[src/rtl/axi4_lite_master_read.sv]
// Single-beat AXI4-Lite read master: one request in IDLE issues AR then waits for R,
// with a data-phase timeout. All outputs except AR_PROT come straight from flops.
module axi4_lite_master_read #(
    parameter int AXI_ADDR_WIDTH = 64,
    parameter int AXI_DATA_WIDTH = 32,
    parameter int TIMEOUT_CYCLES = 256
) (
    input  logic                      clk,
    input  logic                      rst,
    input  logic                      i_start_read,
    input  logic [AXI_ADDR_WIDTH-1:0] i_addr,
    output logic [AXI_DATA_WIDTH-1:0] o_data,
    output logic                      o_done,
    output logic                      o_error,
    output logic                      o_timeout,
    output logic                      o_busy,
    output logic                      AR_VALID,
    output logic [AXI_ADDR_WIDTH-1:0] AR_ADDR,
    output logic [2:0]                AR_PROT,
    input  logic                      AR_READY,
    output logic                      R_READY,
    input  logic [AXI_DATA_WIDTH-1:0] R_DATA,
    input  logic [1:0]                R_RESP,
    input  logic                      R_VALID
);
    localparam int CNT_W = $clog2(TIMEOUT_CYCLES);
    localparam logic [CNT_W-1:0] CNT_LAST = CNT_W'(TIMEOUT_CYCLES - 1);

    typedef enum logic [1:0] {IDLE, ADDR, DATA, DONE} state_t;

    // Every registered output plus the timeout counter, updated as one unit.
    typedef struct packed {
        logic                      ar_valid;
        logic [AXI_ADDR_WIDTH-1:0] ar_addr;
        logic                      r_ready;
        logic [AXI_DATA_WIDTH-1:0] data;
        logic                      done;
        logic                      error;
        logic                      timeout;
        logic                      busy;
        logic [CNT_W-1:0]          cnt;
    } regs_t;

    state_t state, state_nxt;
    regs_t  q, d;
    logic   ar_hs, r_hs, cnt_last;

    assign ar_hs    = q.ar_valid & AR_READY;
    assign r_hs     = q.r_ready & R_VALID;
    assign cnt_last = (q.cnt == CNT_LAST);

    always_ff @(posedge clk) begin
        if (rst) begin
            state <= IDLE;
            q     <= '0;
        end else begin
            state <= state_nxt;
            q     <= d;
        end
    end

    always_comb begin
        state_nxt = state;
        case (state)
            IDLE:    if (i_start_read) state_nxt = ADDR;
            ADDR:    if (ar_hs) state_nxt = DATA;
            DATA:    if (r_hs || cnt_last) state_nxt = DONE;
            DONE:    state_nxt = IDLE;
            default: state_nxt = IDLE;
        endcase
    end

    // Next values of the output flops; R handshake takes priority over terminal count.
    always_comb begin
        d      = q;
        d.done = 1'b0;
        d.busy = (state_nxt != IDLE);
        case (state)
            IDLE: begin
                if (i_start_read) begin
                    d.ar_addr  = i_addr;
                    d.ar_valid = 1'b1;
                end
            end
            ADDR: begin
                if (ar_hs) begin
                    d.ar_valid = 1'b0;
                    d.r_ready  = 1'b1;
                    d.cnt      = '0;
                end
            end
            DATA: begin
                if (r_hs) begin
                    d.data    = R_DATA;
                    d.error   = (R_RESP != 2'b00);
                    d.timeout = 1'b0;
                    d.r_ready = 1'b0;
                    d.done    = 1'b1;
                end else if (cnt_last) begin
                    d.error   = 1'b1;
                    d.timeout = 1'b1;
                    d.r_ready = 1'b0;
                    d.done    = 1'b1;
                end else begin
                    d.cnt = q.cnt + 1'b1;
                end
            end
            default: ;
        endcase
    end

    assign o_data    = q.data;
    assign o_done    = q.done;
    assign o_error   = q.error;
    assign o_timeout = q.timeout;
    assign o_busy    = q.busy;
    assign AR_VALID  = q.ar_valid;
    assign AR_ADDR   = q.ar_addr;
    assign R_READY   = q.r_ready;
    assign AR_PROT   = 3'b000;
endmodule
[config.mk]
export PLATFORM = sky130hd
export DESIGN_NAME = axi4_lite_master_read
export DESIGN_NICKNAME = d
export VERILOG_FILES = /design/src/rtl/axi4_lite_master_read.sv
export SDC_FILE = /design/constraint.sdc
export NUM_CORES = 1
export LEC_CHECK = 0
export BUFFER_PORTS_ARGS = -buffer_cell sky130_fd_sc_hd__buf_2
export CAP_MARGIN = 20
export CORE_ASPECT_RATIO = 0.75
export CORE_UTILIZATION = 40
export CTS_BUF_LIST = sky130_fd_sc_hd__clkbuf_16
export CTS_CLUSTER_SIZE = 20
export DETAILED_ROUTE_END_ITERATION = 16
export PLACE_DENSITY = 0.69
export SKIP_LAST_GASP = 1
export SYNTH_ARGS = -nofsm -noshare
export SYNTH_HDL_FRONTEND = slang
export SYNTH_SLANG_ARGS = --single-unit
export TNS_END_PERCENT = 20
[constraint.sdc]
create_clock -name clk -period 1.9 [get_ports clk]
set_input_delay 0.38 -clock clk [delete_from_list [all_inputs] [get_ports clk]]
set_output_delay 0.38 -clock clk [all_outputs]
set_load 0.005 [all_outputs]
Word-level counts from Yosys, hierarchy flattened
Index checks and enable logic that the tools add are counted.
Operators by class
  reductions and logical operators: 14
  multipliers: 0
  shift operators: 0
  bitwise gates (word level): 3
  div/mod/pow operators: 0
  order comparisons: 0
  equal/unequal tests: 9
  muxes and demuxes: 17
  $add $sub $neg: 1
Operators by type and width (count)
  2-to-1 mux 65 bit: 1
  2-to-1 mux 8 bit: 3
  one-hot mux 8 bit (2 select lines): 1
  nonzero test 2 bit: 5
  adder 8 x 1 -> 8 bit (second input constant): 1
  == test 8 bit (second input constant): 1
  inequality test 2 bit (second input constant): 4
  one-hot mux 2 bit (4 select lines): 1
  2-to-1 mux 2 bit: 3
  2-to-1 mux 3 bit: 2
  AND reduction 2 bit: 3
  AND reduction 3 bit: 2
  == test 2 bit (second input constant): 2
  2-to-1 mux 1 bit: 4
  one-hot mux 1 bit (2 select lines): 2
  AND reduction 4 bit: 1
  inequality test 3 bit (second input constant): 1
  bitwise AND 1 bit: 2
  == test 2 x 1 -> 1 bit (second input constant): 1
  zero test 2 bit: 1
  OR reduction 2 bit: 1
  logical OR 1 bit: 1
  NOT 1 bit: 1
Word-level totals
  output and inout bits: 105
  memories: 0
  bits in registers: 112
  bits in read-only memories: 0
  bits of input ports: 103
  latch bits: 0
  memory bits (writable): 0

Longest topological paths before layout
Gate-level depths: netlist (run 1).
  word-level depth: 5
  gate-level depth with buffers: 6
  depth with buffers taken out: 5

Worst setup path before layout (run 1)
OpenSTA, ideal clock, no wires.
  path kind: reg-to-reg
  start point: register q[0] in the netlist's numbering
  end point: register q, in the netlist o_error
  library setup time: 0.086 ns
  arrival: 1.433 ns
  slack: 0.381 ns
  period minus slack after synthesis: 1.519 ns
  stages on the path, launching flop included: 7
  path through: dfxtp_1 ha_1 nand4_1 nor2_1 buf_2 o21ai_0 a211oi_1
Between the ends
  word-level cells in the longest chain between the ends: 3
Ends and longest elaborated chain
  from (decl): RTL line 45  | regs_t q, d;
  from (signal assigned): RTL line 55  | q <= '0;
  from (signal assigned): RTL line 58  | q <= d;
  == test 8 bit: RTL line 50  | assign cnt_last = (q.cnt == CNT_LAST);
  nonzero test 2 bit (no source line)
  AND reduction 2 bit (no source line)
Every way passes these cells.
A chain may end at the register's enable or synchronous reset.

Worst setup path after layout (run 1)
  start point: register q[0] in the netlist's numbering
  end point: register q[3] in the netlist's numbering
Between the ends
  word-level cells in the longest chain between the ends: 4
  elaborated cells between the ends (all ways): 7
Ends and longest elaborated chain
  adder 8 x 1 -> 8 bit: RTL line 105  | d.cnt = q.cnt + 1'b1;
  2-to-1 mux 8 bit: RTL line 99  | end else if (cnt_last) begin
  2-to-1 mux 8 bit: RTL line 93  | if (r_hs) begin
  one-hot mux 8 bit (2 select lines): RTL line 78  | case (state)
Parallel ways exist; a longest one is shown, timed or not. The select of a mux whose other input is x is not followed.

==> impl_summary.log, run 1 <==
[metrics] kind of end point of the critical path: flip-flop
[metrics] Adder-Cell Fraction of Synth Area: 0.264%
[metrics] reg2reg path depth: 6
[metrics] clock network latency to the later pin of the worst-skew pair: 0.34 ns
[metrics] Setup Viol. Count Final: 0
[metrics] remaining antenna violation count: 0
[metrics] initial cell density of the core: 40.9%
[metrics] top cells by area, synth: sky130_fd_sc_hd__dfxtp_1 (47%), sky130_fd_sc_hd__buf_4 (16%), sky130_fd_sc_hd__nand2_1 (16%)
[metrics] maximum fanout along the worst path: 8
[metrics] Area growth, synth to finish: 16.1%
[metrics] flops & latches, synth: 112
[metrics] width of the chip: 128 um
[metrics] maximum buffer depth of the clock tree: 2
[metrics] clock tree from TritonCTS: built
[metrics] Remaining DRCs: 0
[metrics] element type at the critical path start: flip-flop
[metrics] Commonest cells post-synth: sky130_fd_sc_hd__nand2_1 (196), sky130_fd_sc_hd__dfxtp_1 (112), sky130_fd_sc_hd__a21oi_1 (108), sky130_fd_sc_hd__buf_4 (99), sky130_fd_sc_hd__clkbuf_1 (19)
[metrics] class of the worst hold path: primary input to flip-flop
[metrics] drt first pass iters: 4
[metrics] footprint of the multi-input gates: 1620 sq um
[metrics] count of distinct cell types in the synthesized netlist: 33
[metrics] Design Power: 4.76 mW
[metrics] Clock Pin Slew Worst Setup and Hold Paths: 0.08 ns
[metrics] Storage cell area: 2240 sq um
[metrics] antenna diode instance count: 0
[metrics] worst setup skew after layout: 0.00502 ns
[metrics] number of cells upsized or downsized after cts: 0
[metrics] final critical delay including setup and external delays: 1.68 ns
[metrics] cell type with the largest total area after synthesis: sky130_fd_sc_hd__dfxtp_1
[metrics] part of the Yosys area used for sequential elements: 47.3%
[metrics] cell with the most instances after synthesis: sky130_fd_sc_hd__nand2_1
[metrics] cell area after placement: 5210 sq um
[metrics] Top-Level Pins: 208
[metrics] post-CTS setup buffer count: 0
[metrics] largest net degree at the start of global routing: 53
[metrics] reported max-cap violation count: 0
[metrics] Fin Setup TNS: 0 ns
[metrics] via count: 4,019
[metrics] first-pass GRT wire length: 15,800 um
[metrics] count of filler cells inserted in the layout: 1,161
[metrics] Fin. Hold Viols: 0
[metrics] Detailed Route WL: 10,400 um
[metrics] WHS Path Cells: 3
[metrics] Synth top area share: 47.3%
[metrics] combinational family with the most area after synthesis: simple AND/OR/NAND/NOR gates
[metrics] total CTS buffers: 9
[metrics] H-tree levels: 3
[metrics] global-route usage over all layers: 16.0%
[metrics] average footprint of a synthesized cell: 7.87 sq um
[metrics] GR Overflow Total: 0
[metrics] post-route fraction of the period consumed by the critical path: 88.2%
[metrics] Port Buf Inserts: 204
[metrics] post-synthesis instance area: 4740 sq um
[metrics] Cell Rows: 34
[metrics] area inside the core boundary: 11,600 sq um
[metrics] dpl cells: 848
[metrics] prevailing post-synth register cell: sky130_fd_sc_hd__dfxtp_1
[metrics] number of global-route vias before repair: 3,439
[metrics] Clock Root Buffer: sky130_fd_sc_hd__clkbuf_16
[metrics] Chip Height: 96.3 um
[metrics] drt first-iter violations: 182
[metrics] setup slack of the most critical reg-to-reg path: 0.22 ns
[metrics] number of synthesis warnings: 0
[metrics] data arrival time of the critical path: 1.95 ns
[metrics] detailed placer's ending HPWL: 7640 um
[metrics] area of all placed cells without fillers: 5500 sq um
[metrics] worst hold endpoint: AR_ADDR[58]$_SDFFE_PP0P_
[metrics] worst vdd ir: 0.441 mV
[metrics] area share of xor/xnor cells in the synthesized design: 0%
[metrics] mux contribution to synthesized area: 0%
[metrics] worst setup path class: flip-flop to flip-flop
[metrics] asr flop ratio synth: 0%
[metrics] number of antenna violations at the first check in global routing: 0
[metrics] status: finished, final reports clean
[metrics] max-slew violation count: 0
[metrics] number of flops mapped to enable cells by yosys: 0
[metrics] hold path startpoint: i_addr[58]
[metrics] Mapped Cells: 602
[metrics] unrepaired setup endpoints after global routing: no
[metrics] leakage component of the power: 2.48 nW
[metrics] startpoint of the lowest-slack register-to-register path: q[0]$_SDFFE_PP0P_
[metrics] simple-gate share of the synthesized area: 20.5%
[metrics] RR Endpoint: q[3]$_SDFFE_PP0P_
[metrics] maximum achievable frequency: 597 MHz
[metrics] share of post-route cells with drive strength above 1: 34.5%
[metrics] # clock sinks: 112
[metrics] Final nets: 801
[metrics] count of hold-fix buffers inserted at cts: 0
[metrics] last weighted congestion value of the routability-driven placer: 0.835
[metrics] Via density: 4.65
[metrics] DIE AREA: 12,300 sq um
[metrics] power density over the cells: 865 nW/um^2
[metrics] Critical Path RT: 2.17 ns
[metrics] share of the synthesized area in compound gates (AO/OA/AOI/OAI): 13.1%
[metrics] routed length per instance: 12.0 um
[metrics] post-route non-filler standard cell count: 864
==> kinds of logic (layout without fill, tap and decap cells) <==
family,after synthesis,after routing
compound gates,119,119
fa+ha+maj,1,1
buf+inv,136,234
flops,112,112
other cells,1,3
simple gates,233,233
==> sequential cells by signal, indices dropped and copies added (netlist names) <==
register,flops
q,8
o_busy,1
state,2
AR_VALID,1
o_error,1
AR_ADDR,64
o_timeout,1
o_data,32
R_READY,1
o_done,1
==> worst max-delay path: stages, from the launching register on <==
cell and delay (ns):
sky130_fd_sc_hd__dfxtp_1 0.36, sky130_fd_sc_hd__ha_1 0.28, sky130_fd_sc_hd__nand4_1 0.11, sky130_fd_sc_hd__nor2_1 0.06, sky130_fd_sc_hd__buf_4 0.15, sky130_fd_sc_hd__or4_1 0.50, sky130_fd_sc_hd__a21oi_1 0.15
==> layout by cell type, fill, tap and decap left out, types with 2 or more instances in the layout <==
cell type,netlist,routed
sky130_fd_sc_hd__nor2_1,8,7
sky130_fd_sc_hd__nand2b_1,2,2
sky130_fd_sc_hd__o211ai_1,2,2
sky130_fd_sc_hd__or3b_2,2,2
sky130_fd_sc_hd__nor3_1,2,2
sky130_fd_sc_hd__inv_6,0,2
sky130_fd_sc_hd__clkbuf_16,0,9
sky130_fd_sc_hd__or3_1,2,2
sky130_fd_sc_hd__a21oi_1,108,108
sky130_fd_sc_hd__buf_4,99,10
sky130_fd_sc_hd__o31ai_1,5,5
sky130_fd_sc_hd__conb_1,1,3
sky130_fd_sc_hd__nand3_1,6,6
sky130_fd_sc_hd__buf_2,4,203
sky130_fd_sc_hd__inv_8,0,2
sky130_fd_sc_hd__nand2_1,196,196
sky130_fd_sc_hd__clkinvlp_4,0,2
sky130_fd_sc_hd__inv_1,3,3
sky130_fd_sc_hd__dfxtp_1,112,112
sky130_fd_sc_hd__or4_1,4,4
sky130_fd_sc_hd__buf_12,0,2
sky130_fd_sc_hd__o21ai_0,2,2
==> stage by stage <==
| stage | hold WS, ns | utilization [%] | worst slack (ns) |
|---|---|---|---|
| after global placement | 0.438 | 45.0 | 0.302 |
| after global routing | 0.262 | 47.5 | 0.139 |
| after detailed placement | 0.445 | 45.0 | 0.256 |
| after floorplan | 0.437 | - | 0.381 |
| final | 0.269 | 47.5 | 0.224 |
| after CTS | 0.251 | 47.5 | 0.243 |
==> layout make-up <==
type / count / share of cell area [%]
Sequential cell: 112 / 40.8
Multi-Input combinational cell: 356 / 29.5
Timing Repair Buffer: 215 / 20.6
Clock buffer: 9 / 4.09
Tap cell: 162 / 3.69
Clock inverter: 7 / 1.16
Inverter: 3 / 0.205
==> how the worst max path moves through the flow <==
stage	start	slack (ns)	to
after global placement	q[0]$_SDFFE_PP0P_	0.30	q[4]$_SDFFE_PP0P_
after CTS	q[0]$_SDFFE_PP0P_	0.24	q[3]$_SDFFE_PP0P_
after floorplan	q[0]$_SDFFE_PP0P_	0.38	o_error$_SDFFE_PP0P_
final	q[0]$_SDFFE_PP0P_	0.22	q[3]$_SDFFE_PP0P_
after detailed placement	q[0]$_SDFFE_PP0P_	0.26	q[3]$_SDFFE_PP0P_
after global routing	q[0]$_SDFFE_PP0P_	0.14	o_error$_SDFFE_PP0P_
==> metal layers <==
layer / track usage, % / wire (um)
met1: 19.2 / 4740
met2: 27.8 / 4950
met3: 4.17 / 576
met4: 6.08 / 115
met5: 0 / 0
==> power breakdown <==
part / total (mW) / internal [mW] / switching, mW / leakage (nW)
Sequential: 2.49 / 2.44 / 0.0466 / 0.913
Combinational: 0.464 / 0.214 / 0.250 / 1.43
Clock: 1.81 / 0.920 / 0.886 / 0.136
Total: 4.76 / 3.57 / 1.18 / 2.48
Note: power is estimated with default switching activity, not from simulation.
==> run 2, diff against run 1 <==
- CTS_CLUSTER_SIZE: 20 -> 24
- clock period: 1.9 -> 1.79 ns (I/O delays scaled with it)
==> run 2 against run 1 <==
Net effect:
- clock skew rose by 0.0015 ns
- register-to-register slack got worse by 0.04 ns
- non-clock buffer count did not move
- critical path type unchanged
- largest cell class unchanged
- highest routed layer unchanged
==> impl_summary.log, run 2 (synthesis gave the netlist of run 1 again) <==
[metrics] width of the chip: 128 um
[metrics] # clock sinks: 112
[metrics] total CTS buffers: 9
[metrics] clock network latency to the later pin of the worst-skew pair: 0.34 ns
[metrics] largest net degree at the start of global routing: 57
[metrics] maximum fanout along the worst path: 6
[metrics] detailed placer's ending HPWL: 7660 um
[metrics] kind of cell adding the most delay to the critical path: simple AND/OR/NAND/NOR gates
[metrics] antenna diode instance count: 0
[metrics] Cell Rows: 34
[metrics] leakage component of the power: 2.48 nW
[metrics] count of hold-fix buffers inserted at cts: 0
[metrics] kind of end point of the critical path: flip-flop
[metrics] reported max-cap violation count: 0
[metrics] drt first-iter violations: 156
[metrics] Final nets: 801
[metrics] number of antenna violations at the first check in global routing: 0
[metrics] Design Power: 5.12 mW
[metrics] first-pass GRT wire length: 15,600 um
[metrics] initial cell density of the core: 40.9%
[metrics] worst setup path class: flip-flop to flip-flop
[metrics] H-tree levels: 3
[metrics] ordered list of cells on the worst path: ha_2 -> nand4_1 -> nor2_1 -> buf_4 -> or4_1 -> a21oi_1
[metrics] Remaining DRCs: 0
[metrics] worst hold endpoint: o_data[21]$_SDFFE_PP0P_
[metrics] data arrival time of the critical path: 1.88 ns
[metrics] maximum buffer depth of the clock tree: 2
[metrics] power density over the cells: 931 nW/um^2
[metrics] Chip Height: 96.3 um
[metrics] post-route fraction of the period consumed by the critical path: 89.6%
[metrics] Critical Path Slowest Stage Cell: sky130_fd_sc_hd__or4_1
[metrics] reg2reg path depth: 6
[metrics] Setup Viol. Count Final: 0
[metrics] element type at the critical path start: flip-flop
[metrics] routed length per instance: 12.0 um
[metrics] area inside the core boundary: 11,600 sq um
[metrics] slowest stage delay, CP: 0.51 ns
[metrics] Clock Pin Slew Worst Setup and Hold Paths: 0.08 ns
[metrics] drt first pass iters: 6
[metrics] hold path startpoint: R_DATA[21]
[metrics] max-slew violation count: 0
[metrics] max reg flops: 64
[metrics] Clock Root Buffer: sky130_fd_sc_hd__clkbuf_16
[metrics] WHS Path Cells: 3
[metrics] worst vdd ir: 0.450 mV
[metrics] Area growth, synth to finish: 16.0%
[metrics] status: finished, final reports clean
[metrics] Fin Setup TNS: 0 ns
[metrics] setup slack of the most critical reg-to-reg path: 0.19 ns
[metrics] most common cell after layout, fill and taps aside: sky130_fd_sc_hd__buf_2
[metrics] GR Overflow Total: 0
[metrics] Detailed Route WL: 10,400 um
[metrics] via count: 3,965
[metrics] total buffers and inverters traversed by the critical path: 1
[metrics] share of post-route cells with drive strength above 1: 34.5%
[metrics] Top-Level Pins: 208
[metrics] remaining antenna violation count: 0
[metrics] worst setup skew after layout: 0.00648 ns
[metrics] unrepaired setup endpoints after global routing: no
[metrics] RR Endpoint: q[4]$_SDFFE_PP0P_
[metrics] last weighted congestion value of the routability-driven placer: 0.803
[metrics] maximum achievable frequency: 623 MHz
[metrics] Critical Path RT: 2.07 ns
[metrics] leading cell types in the layout, fill and taps excluded: sky130_fd_sc_hd__buf_2 (203), sky130_fd_sc_hd__nand2_1 (196), sky130_fd_sc_hd__dfxtp_1 (112), sky130_fd_sc_hd__a21oi_1 (108), sky130_fd_sc_hd__buf_4 (11)
[metrics] final critical delay including setup and external delays: 1.60 ns
[metrics] DIE AREA: 12,300 sq um
[metrics] clock tree from TritonCTS: built
[metrics] Port Buf Inserts: 204
[metrics] count of filler cells inserted in the layout: 1,175
[metrics] number of global-route vias before repair: 3,500
[metrics] class of the worst hold path: primary input to flip-flop
[metrics] startpoint of the lowest-slack register-to-register path: q[0]$_SDFFE_PP0P_
[metrics] global-route usage over all layers: 15.9%
[metrics] Via density: 4.59
[metrics] Fin. Hold Viols: 0
## run 2: how the worst max path moves through the flow
stage	start	to	slack, ns	cells past startpoint
2_1_floorplan	q[0]$_SDFFE_PP0P_	o_error$_SDFFE_PP0P_	0.27	6
3_3_place_gp	q[0]$_SDFFE_PP0P_	q[3]$_SDFFE_PP0P_	0.21	6
3_5_place_dp	q[0]$_SDFFE_PP0P_	q[3]$_SDFFE_PP0P_	0.15	6
4_1_cts	q[0]$_SDFFE_PP0P_	q[4]$_SDFFE_PP0P_	0.12	6
5_1_grt	q[0]$_SDFFE_PP0P_	q[4]$_SDFFE_PP0P_	0.09	6
6_report	q[0]$_SDFFE_PP0P_	q[4]$_SDFFE_PP0P_	0.19	6
## run 2: area by class of cell
type	count	area, sq um	area share, %
Sequential cell	112	2240	40.8
Clock inverter	7	70.1	1.27
Clock buffer	9	225	4.10
Tap cell	162	203	3.69
Timing Repair Buffer	215	1120	20.4
Inverter	3	11.3	0.205
Multi-Input combinational cell	356	1630	29.6
## run 2: worst min-delay path, stage by stage
cell,delay [ns]
sky130_fd_sc_hd__buf_2,0.09
sky130_fd_sc_hd__nand2_1,0.05
sky130_fd_sc_hd__a21oi_1,0.05
## run 2: per-stage QoR
| stage | instances | instance area, sq um | setup WS (ns) | util (%) | hold slack, ns |
|---|---|---|---|---|---|
| floorplan | 604 | 4750 | 0.271 | - | 0.437 |
| global placement | 848 | 5200 | 0.205 | 44.9 | 0.438 |
| detailed placement | 848 | 5200 | 0.148 | 44.9 | 0.444 |
| CTS | 864 | 5490 | 0.122 | 47.5 | 0.230 |
| global route | 864 | 5500 | 0.0898 | 47.5 | 0.235 |
| finish | 864 | 5500 | 0.186 | 47.5 | 0.247 |
## run 2: metal layers
| layer | track usage (%) | part of all wire [%] | up-vias |
|---|---|---|---|
| met5 | 0 | 0 | - |
| met1 | 18.2 | 45 | 1783 |
| met2 | 28.3 | 47 | 137 |
| met3 | 4.50 | 6.3 | 15 |
| li1 | - | - | 2030 |
| met4 | 6.18 | 1.6 | 0 |
## run 2: what timing repair did
item                                    in CTS  in global routing
buffers inserted                             0                  0
hold endpoints to repair                     0                  0
endpoints found under the setup margin       0                  1
resized for setup                            0                  2
## run 2: report_power, final
part	leakage [nW]	internal, mW	switching [mW]
sequential	0.913	2.59	0.0504
combinational	1.42	0.225	0.264
clock	0.148	1.09	0.899
total	2.48	3.90	1.21
==> run 3, diff against run 2 <==
- BUFFER_PORTS_ARGS: -buffer_cell sky130_fd_sc_hd__buf_2 -> not set
- DONT_BUFFER_PORTS: not set -> 1
- GPL_ROUTABILITY_DRIVEN: not set -> 1
- PLACE_DENSITY: 0.69 -> not set
==> run 3 against run 2 <==
Net effect:
- utilization shrank 9.3 points
- clock-buffer cell count did not move
- setup slack lost 0.085 ns
- cell area shrank 20%
- cell count shrank 24%
- register-to-register slack lost 0.08 ns
- first-iteration DRC count rose by 9.0%
- critical path type unchanged
==> impl_summary.log, run 3 (synthesis gave the netlist of run 1 again) <==
[metrics] Clock Pin Slew Worst Setup and Hold Paths: 0.07 ns
[metrics] antenna diode instance count: 0
[metrics] post-route fraction of the period consumed by the critical path: 94.3%
[metrics] width of the chip: 128 um
[metrics] share of total power in the clock network: 38.6%
[metrics] share of power burned in registers: 56.5%
[metrics] relative contribution of combinational cells to total power: 4.9%
[metrics] worst vdd ir: 0.482 mV
[metrics] worst setup path class: flip-flop to flip-flop
[metrics] via count: 3,298
[metrics] cell area after placement: 4150 sq um
[metrics] Port Buf Inserts: 0
[metrics] total CTS buffers: 9
[metrics] Cell Rows: 34
[metrics] number of cells upsized or downsized after cts: 0
[metrics] Top-Level Pins: 208
[metrics] Critical Path Slowest Stage Cell: sky130_fd_sc_hd__or4_1
[metrics] maximum fanout along the worst path: 8
[metrics] clock tree from TritonCTS: built
[metrics] maximum buffer depth of the clock tree: 2
[metrics] DIE AREA: 12,300 sq um
[metrics] global-route usage over all layers: 14.5%
[metrics] clock network latency to the later pin of the worst-skew pair: 0.34 ns
[metrics] GR Overflow Total: 0
[metrics] max reg flops: 64
[metrics] initial cell density of the core: 40.9%
[metrics] Area growth, synth to finish: -6.76%
[metrics] Final Core Density: 38.2%
[metrics] first-pass GRT wire length: 13,800 um
[metrics] post-route non-filler standard cell count: 656
[metrics] class of the worst hold path: primary input to flip-flop
[metrics] switching power: 1.11 mW
[metrics] area of all placed cells without fillers: 4420 sq um
[metrics] leading cell types in the layout, fill and taps excluded: sky130_fd_sc_hd__nand2_1 (196), sky130_fd_sc_hd__dfxtp_1 (112), sky130_fd_sc_hd__a21oi_1 (108), sky130_fd_sc_hd__clkbuf_16 (9), sky130_fd_sc_hd__nor2_1 (7)
[metrics] remaining antenna violation count: 0
[metrics] Critical Path RT: 2.06 ns
[metrics] Switching Fraction: 23.5%
[metrics] Fin. Hold Viols: 0
[metrics] element type at the critical path start: flip-flop
[metrics] Detailed Route WL: 9570 um
[metrics] count of filler cells inserted in the layout: 1,202
[metrics] routed length per instance: 14.6 um
[metrics] max-slew violation count: 0
[metrics] Fin Setup TNS: 0 ns
[metrics] ordered list of cells on the worst path: ha_1 -> nand4_1 -> nor2_1 -> buf_4 -> or4_1 -> a21oi_1
[metrics] Worst-Margin Slew: 0.548 ns
[metrics] data arrival time of the critical path: 1.96 ns
[metrics] detailed placer's ending HPWL: 6620 um
[metrics] # clock sinks: 112
[metrics] worst setup skew after layout: 0.00485 ns
[metrics] unrepaired setup endpoints after global routing: no
[metrics] maximum achievable frequency: 592 MHz
[metrics] number of global-route vias before repair: 2,892
[metrics] slowest stage delay, CP: 0.51 ns
[metrics] Final nets: 593
[metrics] Remaining DRCs: 0
[metrics] share of post-route cells with drive strength above 1: 6.48%
[metrics] number of antenna violations at the first check in global routing: 0
[metrics] reg2reg path depth: 6
[metrics] status: finished, final reports clean
[metrics] dpl cells: 640
[metrics] cell-internal power: 3.62 mW
[metrics] drt first-iter violations: 170
[metrics] Clock Root Buffer: sky130_fd_sc_hd__clkbuf_16
[metrics] kind of end point of the critical path: flip-flop
[metrics] count of hold-fix buffers inserted at cts: 0
[metrics] largest net degree at the start of global routing: 108
[metrics] post-CTS setup buffer count: 0
[metrics] power density over the cells: 1070 nW/um^2
[metrics] area inside the core boundary: 11,600 sq um
[metrics] reported max-cap violation count: 0
[metrics] leakage component of the power: 1.51 nW
[metrics] last weighted congestion value of the routability-driven placer: 0.829
[metrics] Setup Viol. Count Final: 0
[metrics] H-tree levels: 3
[metrics] drt first pass iters: 5
[metrics] most common cell after layout, fill and taps aside: sky130_fd_sc_hd__nand2_1
[metrics] Max transition margin: 63.5%
[metrics] final critical delay including setup and external delays: 1.69 ns
[metrics] Via density: 5.03
[metrics] WHS Path Cells: 1
[metrics] Chip Height: 96.3 um
[run 3: cell count changes in the layout (fill, tap and decap cells not counted), sizes merged]
cell | previous run | this run
buf | 215 | 7
clkinv | 4 | 6
bufinv | 1 | 0
inv | 5 | 4
[run 3: area by class of cell]
class	instances	area (sq um)	area share, %
Clock inverter	7	47.5	1.08
Timing Repair Buffer	7	65.1	1.47
Sequential cell	112	2240	50.8
Clock buffer	9	225	5.10
Multi-Input combinational cell	356	1620	36.8
Tap cell	162	203	4.59
Inverter	3	11.3	0.255
[run 3: critical path: cells and delay by family (launching register included)]
family                     cells  cell delay (ns)
buffers and inverters          1             0.15
AOI/OAI and AO/OA              1             0.17
adders and majority gates      1             0.27
and+or+nand+nor                3             0.67
DFF                            1             0.36
[run 3: path summary, 6_finish.rpt]
| path | start | end | slack, ns |
|---|---|---|---|
| max reg2reg | q[0]$_SDFFE_PP0P_ | q[4]$_SDFFE_PP0P_ | 0.10 |
| max | q[0]$_SDFFE_PP0P_ | q[4]$_SDFFE_PP0P_ | 0.10 |
| min | rst | AR_ADDR[32]$_SDFFE_PP0P_ | 0.09 |
| min reg2reg | AR_ADDR[34]$_SDFFE_PP0P_ | AR_ADDR[34]$_SDFFE_PP0P_ | 0.47 |
[run 3: metal layers]
layer	GRT usage, %	wire length (um)	share of wire [%]	vias up
met5	0	0	0	-
met4	5.10	125	1.3	0
met3	5.23	747	7.8	11
met2	26.2	4820	50	124
met1	15.9	3870	41	1549
li1	-	-	-	1614
[run 3: metrics by stage]
step / hold slack [ns] / setup slack [ns] / power [mW]
2_1_floorplan: 0.437 / 0.271 / 3.05
3_3_place_gp: 0.433 / 0.196 / 2.95
3_5_place_dp: 0.436 / 0.121 / 2.97
4_1_cts: 0.0654 / 0.111 / 4.82
5_1_grt: 0.0603 / 0.0273 / 4.98
6_report: 0.0878 / 0.101 / 4.73
[run 3: power by group through the flow]
stage	registers [mW]	logic (mW)	clock network, mW
4_1_cts	2.67	0.238	1.91
6_report	2.67	0.234	1.83
3_5_place_dp	2.73	0.239	0
5_1_grt	2.68	0.273	2.02
3_3_place_gp	2.73	0.226	0
2_1_floorplan	2.69	0.358	0
